$ cat config.mk
export PLATFORM = sky130hd
export DESIGN_NAME = unidad_condicional
export DESIGN_NICKNAME = d
export VERILOG_FILES = /design/src/rtl/unidad_condicional_pkg.sv /design/src/rtl/unidad_condicional_evaluador_condicion.sv /design/src/rtl/unidad_condicional.sv
export SDC_FILE = /design/constraint.sdc
export NUM_CORES = 1
export LEC_CHECK = 0
export ABC_AREA = 0
export CORE_AREA = 2 2 51 53
export DETAILED_ROUTE_END_ITERATION = 10
export DIE_AREA = 0 0 53 55
export GPL_TIMING_DRIVEN = 0
export SYNTH_ARGS = -nofsm -noshare
export SYNTH_HDL_FRONTEND = slang
export SYNTH_SLANG_ARGS = --single-unit
export TNS_END_PERCENT = 5
$ cat constraint.sdc
create_clock -name clk -period 2.75 [get_ports clk]
set_input_delay 0.6875 -clock clk [delete_from_list [all_inputs] [get_ports clk]]
set_output_delay 0.6875 -clock clk [all_outputs]
set_load 0.005 [all_outputs]
$ cat src/rtl/unidad_condicional_pkg.sv
// Shared types and constants for the conditional-execution unit.
package unidad_condicional_pkg;

    // ARM condition codes, instruction bits [31:28].
    typedef enum logic [3:0] {
        EQ = 4'b0000,
        NE = 4'b0001,
        CS = 4'b0010,
        CC = 4'b0011,
        MI = 4'b0100,
        PL = 4'b0101,
        VS = 4'b0110,
        VC = 4'b0111,
        HI = 4'b1000,
        LS = 4'b1001,
        GE = 4'b1010,
        LT = 4'b1011,
        GT = 4'b1100,
        LE = 4'b1101,
        AL = 4'b1110,
        NV = 4'b1111
    } cond_t;

    // Bit positions inside the {N,Z,C,V} vector.
    localparam int unsigned FLAG_N = 3;
    localparam int unsigned FLAG_Z = 2;
    localparam int unsigned FLAG_C = 1;
    localparam int unsigned FLAG_V = 0;

    // flag_w encodings.
    localparam logic [1:0] FW_NONE = 2'b00;
    localparam logic [1:0] FW_CV   = 2'b01;
    localparam logic [1:0] FW_NZ   = 2'b10;
    localparam logic [1:0] FW_ALL  = 2'b11;

endpackage

$ cat src/rtl/unidad_condicional_evaluador_condicion.sv
// evaluador_condicion: purely combinational cond-field evaluation against NZCV.
module evaluador_condicion
    import unidad_condicional_pkg::*;
(
    input  logic [3:0] cond_i,
    input  logic [3:0] flags_i,
    output logic       cond_ex_o
);

    logic n, z, c, v;

    assign n = flags_i[FLAG_N];
    assign z = flags_i[FLAG_Z];
    assign c = flags_i[FLAG_C];
    assign v = flags_i[FLAG_V];

    // Decode each condition code into its flag predicate; NV never executes.
    always_comb begin
        cond_ex_o = 1'b0;
        case (cond_t'(cond_i))
            EQ:      cond_ex_o = z;
            NE:      cond_ex_o = ~z;
            CS:      cond_ex_o = c;
            CC:      cond_ex_o = ~c;
            MI:      cond_ex_o = n;
            PL:      cond_ex_o = ~n;
            VS:      cond_ex_o = v;
            VC:      cond_ex_o = ~v;
            HI:      cond_ex_o = c & ~z;
            LS:      cond_ex_o = ~c | z;
            GE:      cond_ex_o = (n == v);
            LT:      cond_ex_o = (n != v);
            GT:      cond_ex_o = ~z & (n == v);
            LE:      cond_ex_o = z | (n != v);
            AL:      cond_ex_o = 1'b1;
            default: cond_ex_o = 1'b0;
        endcase
    end

endmodule

$ cat src/rtl/unidad_condicional.sv
// unidad_condicional: NZCV register, condition evaluation, strobe gating and the
// execute->memory output register. Optional sticky overflow flag under STICKY_Q_EN.
module unidad_condicional
    import unidad_condicional_pkg::*;
#(
    parameter logic [3:0] RESET_FLAGS = 4'b0000
) (
    input  logic       clk,
    input  logic       rst,
    input  logic       valid_in,
    input  logic [3:0] cond,
    input  logic [3:0] alu_flags,
    input  logic [1:0] flag_w,
    input  logic       pcs_in,
    input  logic       reg_w_in,
    input  logic       mem_w_in,
    input  logic       no_write_in,
    input  logic       stall,
    input  logic       flush,
    output logic       cond_ex,
    output logic [3:0] flags,
    output logic       valid_out,
    output logic       pcs_out,
    output logic       reg_w_out,
    output logic       mem_w_out
`ifdef STICKY_Q_EN
    ,
    input  logic       clr_q,
    output logic       q_flag
`endif
);

    logic [3:0] flags_q, flags_d;
    logic       valid_q, valid_d;
    logic       pcs_q, pcs_d;
    logic       reg_w_q, reg_w_d;
    logic       mem_w_q, mem_w_d;
    logic       ok;
    logic       gp, gr, gm;

    // Condition is always judged against the registered (pre-update) flags.
    evaluador_condicion u_evaluador (
        .cond_i    (cond),
        .flags_i   (flags_q),
        .cond_ex_o (cond_ex)
    );

    assign ok = valid_in & cond_ex & ~stall & ~flush;

    assign gp = valid_in & pcs_in & cond_ex;
    assign gr = valid_in & reg_w_in & cond_ex & ~no_write_in;
    assign gm = valid_in & mem_w_in & cond_ex;

    // Next NZCV: committed instructions update the selected flag pairs.
    always_comb begin
        flags_d = flags_q;
        if (ok && ((flag_w & FW_NZ) != FW_NONE)) begin
            flags_d[FLAG_N] = alu_flags[FLAG_N];
            flags_d[FLAG_Z] = alu_flags[FLAG_Z];
        end
        if (ok && ((flag_w & FW_CV) != FW_NONE)) begin
            flags_d[FLAG_C] = alu_flags[FLAG_C];
            flags_d[FLAG_V] = alu_flags[FLAG_V];
        end
    end

    // Output register next state: flush beats stall, stall holds.
    always_comb begin
        valid_d = valid_q;
        pcs_d   = pcs_q;
        reg_w_d = reg_w_q;
        mem_w_d = mem_w_q;
        if (flush) begin
            valid_d = 1'b0;
            pcs_d   = 1'b0;
            reg_w_d = 1'b0;
            mem_w_d = 1'b0;
        end else if (!stall) begin
            valid_d = valid_in;
            pcs_d   = gp;
            reg_w_d = gr;
            mem_w_d = gm;
        end
    end

    // Flag and pipeline state registers.
    always_ff @(posedge clk or posedge rst) begin
        if (rst) begin
            flags_q <= RESET_FLAGS;
            valid_q <= 1'b0;
            pcs_q   <= 1'b0;
            reg_w_q <= 1'b0;
            mem_w_q <= 1'b0;
        end else begin
            flags_q <= flags_d;
            valid_q <= valid_d;
            pcs_q   <= pcs_d;
            reg_w_q <= reg_w_d;
            mem_w_q <= mem_w_d;
        end
    end

    assign flags     = flags_q;
    assign valid_out = valid_q;
    assign pcs_out   = pcs_q;
    assign reg_w_out = reg_w_q;
    assign mem_w_out = mem_w_q;

`ifdef STICKY_Q_EN
    logic q_q, q_d;
    logic q_set;

    assign q_set = ok & flag_w[0] & alu_flags[FLAG_V];

    // Sticky overflow: set wins over a coincident clear.
    always_comb begin
        q_d = q_q;
        if (q_set) begin
            q_d = 1'b1;
        end else if (clr_q) begin
            q_d = 1'b0;
        end
    end

    // Sticky overflow register.
    always_ff @(posedge clk or posedge rst) begin
        if (rst) begin
            q_q <= 1'b0;
        end else begin
            q_q <= q_d;
        end
    end

    assign q_flag = q_q;
`endif

endmodule

### Word-level counts from Yosys, hierarchy flattened

Index checks and enable logic that the tools add are counted.

* bitwise logic cells: 21
* equal/unequal tests: 17
* multiplexer cells: 9
* reduce and logical (&&, ||, !) cells: 3

Operators by type and width (count)
* 4-bit == test, second input constant: 7
* 4-bit by 3-bit == test with 1-bit output, second input constant: 4
* 1-bit one-hot mux with 15 select lines: 1
* 1-bit AND: 12
* 4-bit by 2-bit == test with 1-bit output, second input constant: 2
* 1-bit two-way mux: 8
* 1-bit NOT: 7
* 4-bit by 1-bit == test with 1-bit output, second input constant: 1
* 4-bit zero test: 1
* 1-bit logical AND: 2
* 2-bit by 1-bit inequality test with 1-bit output, second input constant: 1
* 1-bit bitwise OR: 2
* 1-bit == test: 1
* 1-bit inequality test: 1

* output and inout bits: 9
* word-level logic and storage cells: 56
* register bits: 8

### Logic depth before layout (Yosys ltp)

* depth in word-level cells: 7
* depth in mapped cells: 6
* gate-level depth less buffers: 5

### Cells and area by module

From an unflattened synthesis, not the netlist that was laid out.

* cell total of the unflattened synthesis: 51
* area total of the unflattened synthesis: 538.0 um^2

Modules (own cells, without submodules)
* unidad_condicional: area each 344.1 um^2, seq. area each 200.2 um^2, cells an instance 23, times used 1
* evaluador_condicion: area each 193.9 um^2, seq. area each 0.0 um^2, cells an instance 28, times used 1

### Worst setup path after synthesis

Ideal clock, no wire load.

* path type: input -> output
* start: input port cond[0]
* end: output port cond_ex
* stages on the path: 4
* buffers on the path: 1
* arrival time: 1743 ps
* slack: 319 ps
* cell sequence: clkbuf_1 -> or4_1 -> a31o_1 -> nand3_1

* cells in the longest elaborated chain, start to end: 2
* elaborated cells between the ends (all ways): 16
* classes of those cells: 14 x eq/ne; 1 x mux; 1 x reduce/logical

RTL lines
* from (decl): RTL line unidad_condicional.sv:11 `input logic [3:0] cond,`
* 4-bit == test (tied with other cells): RTL line unidad_condicional_evaluador_condicion.sv:20 `case (cond_t'(cond_i))`
* 1-bit one-hot mux with 15 select lines (*): RTL line unidad_condicional_evaluador_condicion.sv:20
* to (decl): RTL line unidad_condicional.sv:20 `output logic cond_ex,`

Mark *: on every way between the ends. The rest lies on a longest branch, timed or not.

### Worst setup path in the final report

* start: input port cond[3]
* end: register pcs_q (netlist: pcs_out)

* cells in the longest elaborated chain, start to end: 5
* elaborated cells between the ends (all ways): 19
* classes of those cells: 14 x eq/ne; 3 x mux; 1 x bitwise; 1 x reduce/logical

RTL lines
* 4-bit == test (tied with other cells): RTL line unidad_condicional_evaluador_condicion.sv:20
* 1-bit one-hot mux with 15 select lines (*): RTL line unidad_condicional_evaluador_condicion.sv:20
* 1-bit AND (*): RTL line unidad_condicional.sv:50 `assign gp = valid_in & pcs_in & cond_ex;`
* 1-bit two-way mux (*): RTL line unidad_condicional.sv:78 `end else if (!stall) begin`
* 1-bit two-way mux (*): RTL line unidad_condicional.sv:73 `if (flush) begin`
* to (signal assigned): RTL line unidad_condicional.sv:97 `pcs_q <= pcs_d;`
* to (decl): RTL line unidad_condicional.sv:35 `logic pcs_q, pcs_d;`

Mark *: on every way between the ends. The rest lies on a longest branch, timed or not. The select of a mux whose other input is x is not followed.
A chain may end at the register's enable or synchronous reset.

==> results.toml <==
[status]
status = "completed"

[timing]
fin_skew_ns = 0.00314
tightest_slew_ns = 0.506
finalCritPeriodShare_pct = 96.2
setup_ws_ns = 0.104
setup_tns_ns = 0
whs_ns = 0.491
slew_violations = 0
max_freq_ghz = 0.378
relSlewSlack_pct = 66.0
hold_viol = 0
fin_crit_ns = 2.65
finalSetupViolations = 0
rsz0062_at_grt = "false"

[hold_path]
min_from = "reg_w_out$_DFFE_PP0P_"
hp-class = "reg2reg"
whs_path_depth = 1
worstHoldEndpoint = "reg_w_out$_DFFE_PP0P_"

[worst_setup_path]
crit_fanout = 8
required_ns = 2.89
worstPathCellList = "buf_2 > and2_4 > o221ai_2 > o311ai_4 > nand3_2 > buf_4 > buf_4 > buf_4 > buf_4 > buf_4 > buf_4 > buf_4 > a32o_1"
slowest_delay_ns = 0.35
crit_family = "buffers and inverters"
path_class = "in2reg"
regToRegEndpoint = "pcs_out$_DFFE_PP0P_"
cp-start-kind = "primary input"
path_buf_inv = 8
rr_startpoint = "flags[0]$_DFFE_PP0P_"
slowest_stage = "o311ai_4"
path_common_cell = "buf_4"
rr_worst_depth = 12
crit_path_end_kind = "register"
rrSetupSlack_ns = 0.16
cp.arrival_ns = 2.78

[place]
numPortBuffers = 26
dpl.hpwl_um = 1160
place_congestion = 0.787
place_ws_ns = -0.776

[global_routing]
grt_pass1_vias = 636
grt_pass1_wl_um = 2610
grt_start_max_net_pins = 9
grt_usage_pct = 12.6
overflow = 0
antenna_found_initial = 0

[final_layout]
antenna_cells = 0
fillers = 254
nets = 114
layout-drive-gt1-share_pct = 30.1
syn2layout_area_growth_pct = 85.6

[floorplan]
fp.dieArea_um2 = 2920
io_pins = 28
initial_core_util_pct = 22.1
row_count = 18
die_width_um = 53
dieHeight_um = 55
core_area_um2 = 2360

[job]
cap_violations = 0

[yosys]
post_synth_most_frequent_cells = "dfrtp_1 (8), nand2_1 (5), mux2_1 (4)"
synth.distinct_cells = 28
synth_cells = 54
synth.most_common_cell = "dfrtp_1"
ys.flop_type = "dfrtp_1"
ys_top_cells_by_area = "dfrtp_1 (38%), mux2_1 (8.6%), a32o_1 (5.8%)"
seq_area_frac_synth_pct = 38.4
synth_top_area_cell = "dfrtp_1"
yosys_warnings = 0
synth-edff-count = 0
ys_async_sr_fraction_pct = 100
syn-cell-area_um2 = 522
yosys.area.top_type_share_pct = 38.4
syn_avg_cell_area_um2 = 9.66
ys_ff_latch = 8
syn-num-nets = 73

[power_and_ir_drop]
p_comb_share_pct = 51.4
clockPowerShare_pct = 15.5
vdd_drop_max_mv = 0.287
power_frac_seq_pct = 33.2
power_density_nw_per_um2 = 592
p_int_mw = 0.380
switchingPower_mw = 0.192
switching_share_pct = 33.6
p_leak_nw = 0.406

[cts]
clk_pin_slew_ns = 0.05
clkLatencyLatePin_ns = 0.25
clkSinkCount = 8
clock_path_buffers = 2
cts_buffers = 3
holdBufCountCts = 0
cts_root_buf = "clkbuf_4"
cts_max_level = 1
cts_tree = "yes"

[routing]
first_pass_iters = 5
drtIter0Drc = 11
wire_per_inst_um = 13.1
drc = 0
wl_um = 1610
via_count = 591
ant_nets = 0
routed_via_density = 4.80
## layer usage
| layer | share of wire (%) | GRT usage (%) | wire (um) |
|---|---|---|---|
| met5 | 0 | 0 | 0 |
| met2 | 58 | 25.0 | 930 |
| met1 | 36 | 12.0 | 577 |
| met4 | 0 | 7.69 | 0 |
| met3 | 6.5 | 2.42 | 105 |
## timing repair
action,CTS,global route
endpoints found under the setup margin,1,4
pin swaps,1,2
resized for setup,17,11
buffers inserted,10,0
## metrics by stage
step | cell area [um^2] | utilization [%] | total power, mW | instances
4_1_cts | 955 | 40.4 | 0.552 | 123
2_1_floorplan | 522 | - | 0.274 | 54
3_5_place_dp | 820 | 34.7 | 0.397 | 110
5_1_grt | 968 | 41.0 | 0.608 | 123
6_report | 968 | 41.0 | 0.573 | 123
3_3_place_gp | 820 | 34.7 | 0.390 | 110
## flip-flops by register name (all words and copies together) (netlist names)
name and cells:
flags 4, mem_w_out 1, pcs_out 1, reg_w_out 1, valid_out 1
## cells by family (layout without fill, tap and decap cells)
kind of cell,Yosys count,count (layout),synth area share (%)
buf+inv,5,44,4.32
mux,6,6,12.5
simple gates,23,23,26.1
xor+xnor,2,2,3.36
flops,8,8,38.4
compound gates,10,10,15.3
## cells in the final DEF, fill, tap and decap left out, types with 2 or more instances in the layout
cell type,netlist,routed
nand2b_1,2,2
nand2_1,5,5
buf_4,1,11
mux2_1,4,4
clkdlybuf4s50_1,0,22
a32o_1,3,3
nor2b_1,2,2
clkbuf_4,0,3
dfrtp_1,8,8
buf_2,0,2
a31oi_1,3,3
mux2i_1,2,2
nor2_1,2,2
clkbuf_2,0,2
inv_1,2,2
## worst reg2reg max path, stage by stage, from the launching register on
cell	delay (ns)
dfrtp_1	0.44
xor2_2	0.28
o221ai_2	0.16
o311ai_4	0.35
nand3_2	0.13
buf_4	0.15
buf_4	0.12
buf_4	0.13
buf_4	0.12
buf_4	0.11
buf_4	0.12
buf_4	0.13
a32o_1	0.24
## how the worst max path moves through the flow
stage / cells past startpoint / slack [ns] / start / endpoint
after floorplan: 4 / 0.32 / cond[0] / cond_ex
after global placement: 6 / -0.76 / cond[0] / cond_ex
after detailed placement: 6 / -0.78 / cond[0] / cond_ex
after CTS: 14 / -0.01 / cond[0] / pcs_out$_DFFE_PP0P_
after global routing: 13 / 0.04 / cond[3] / pcs_out$_DFFE_PP0P_
final: 13 / 0.10 / cond[3] / pcs_out$_DFFE_PP0P_
## layout make-up
cell class                      count  area (um^2)  area share (%)
Clock buffer                        3         22.5            2.33
Buffer                              2         21.3            2.20
Sequential cell                     8          200            20.7
Inverter                            3         11.3            1.16
Multi-Input combinational cell     41          360            37.2
Timing Repair Buffer               36          315            32.6
Tap cell                           30         37.5            3.88
## power groups by stage
stage	Sequential, mW	Combinational [mW]	Clock, mW
5_1_grt	0.194	0.319	0.0946
6_report	0.190	0.294	0.0887
3_3_place_gp	0.187	0.203	0
2_1_floorplan	0.181	0.0939	0
4_1_cts	0.187	0.274	0.0913
3_5_place_dp	0.188	0.209	0
Power figures use the tool's default switching activity.
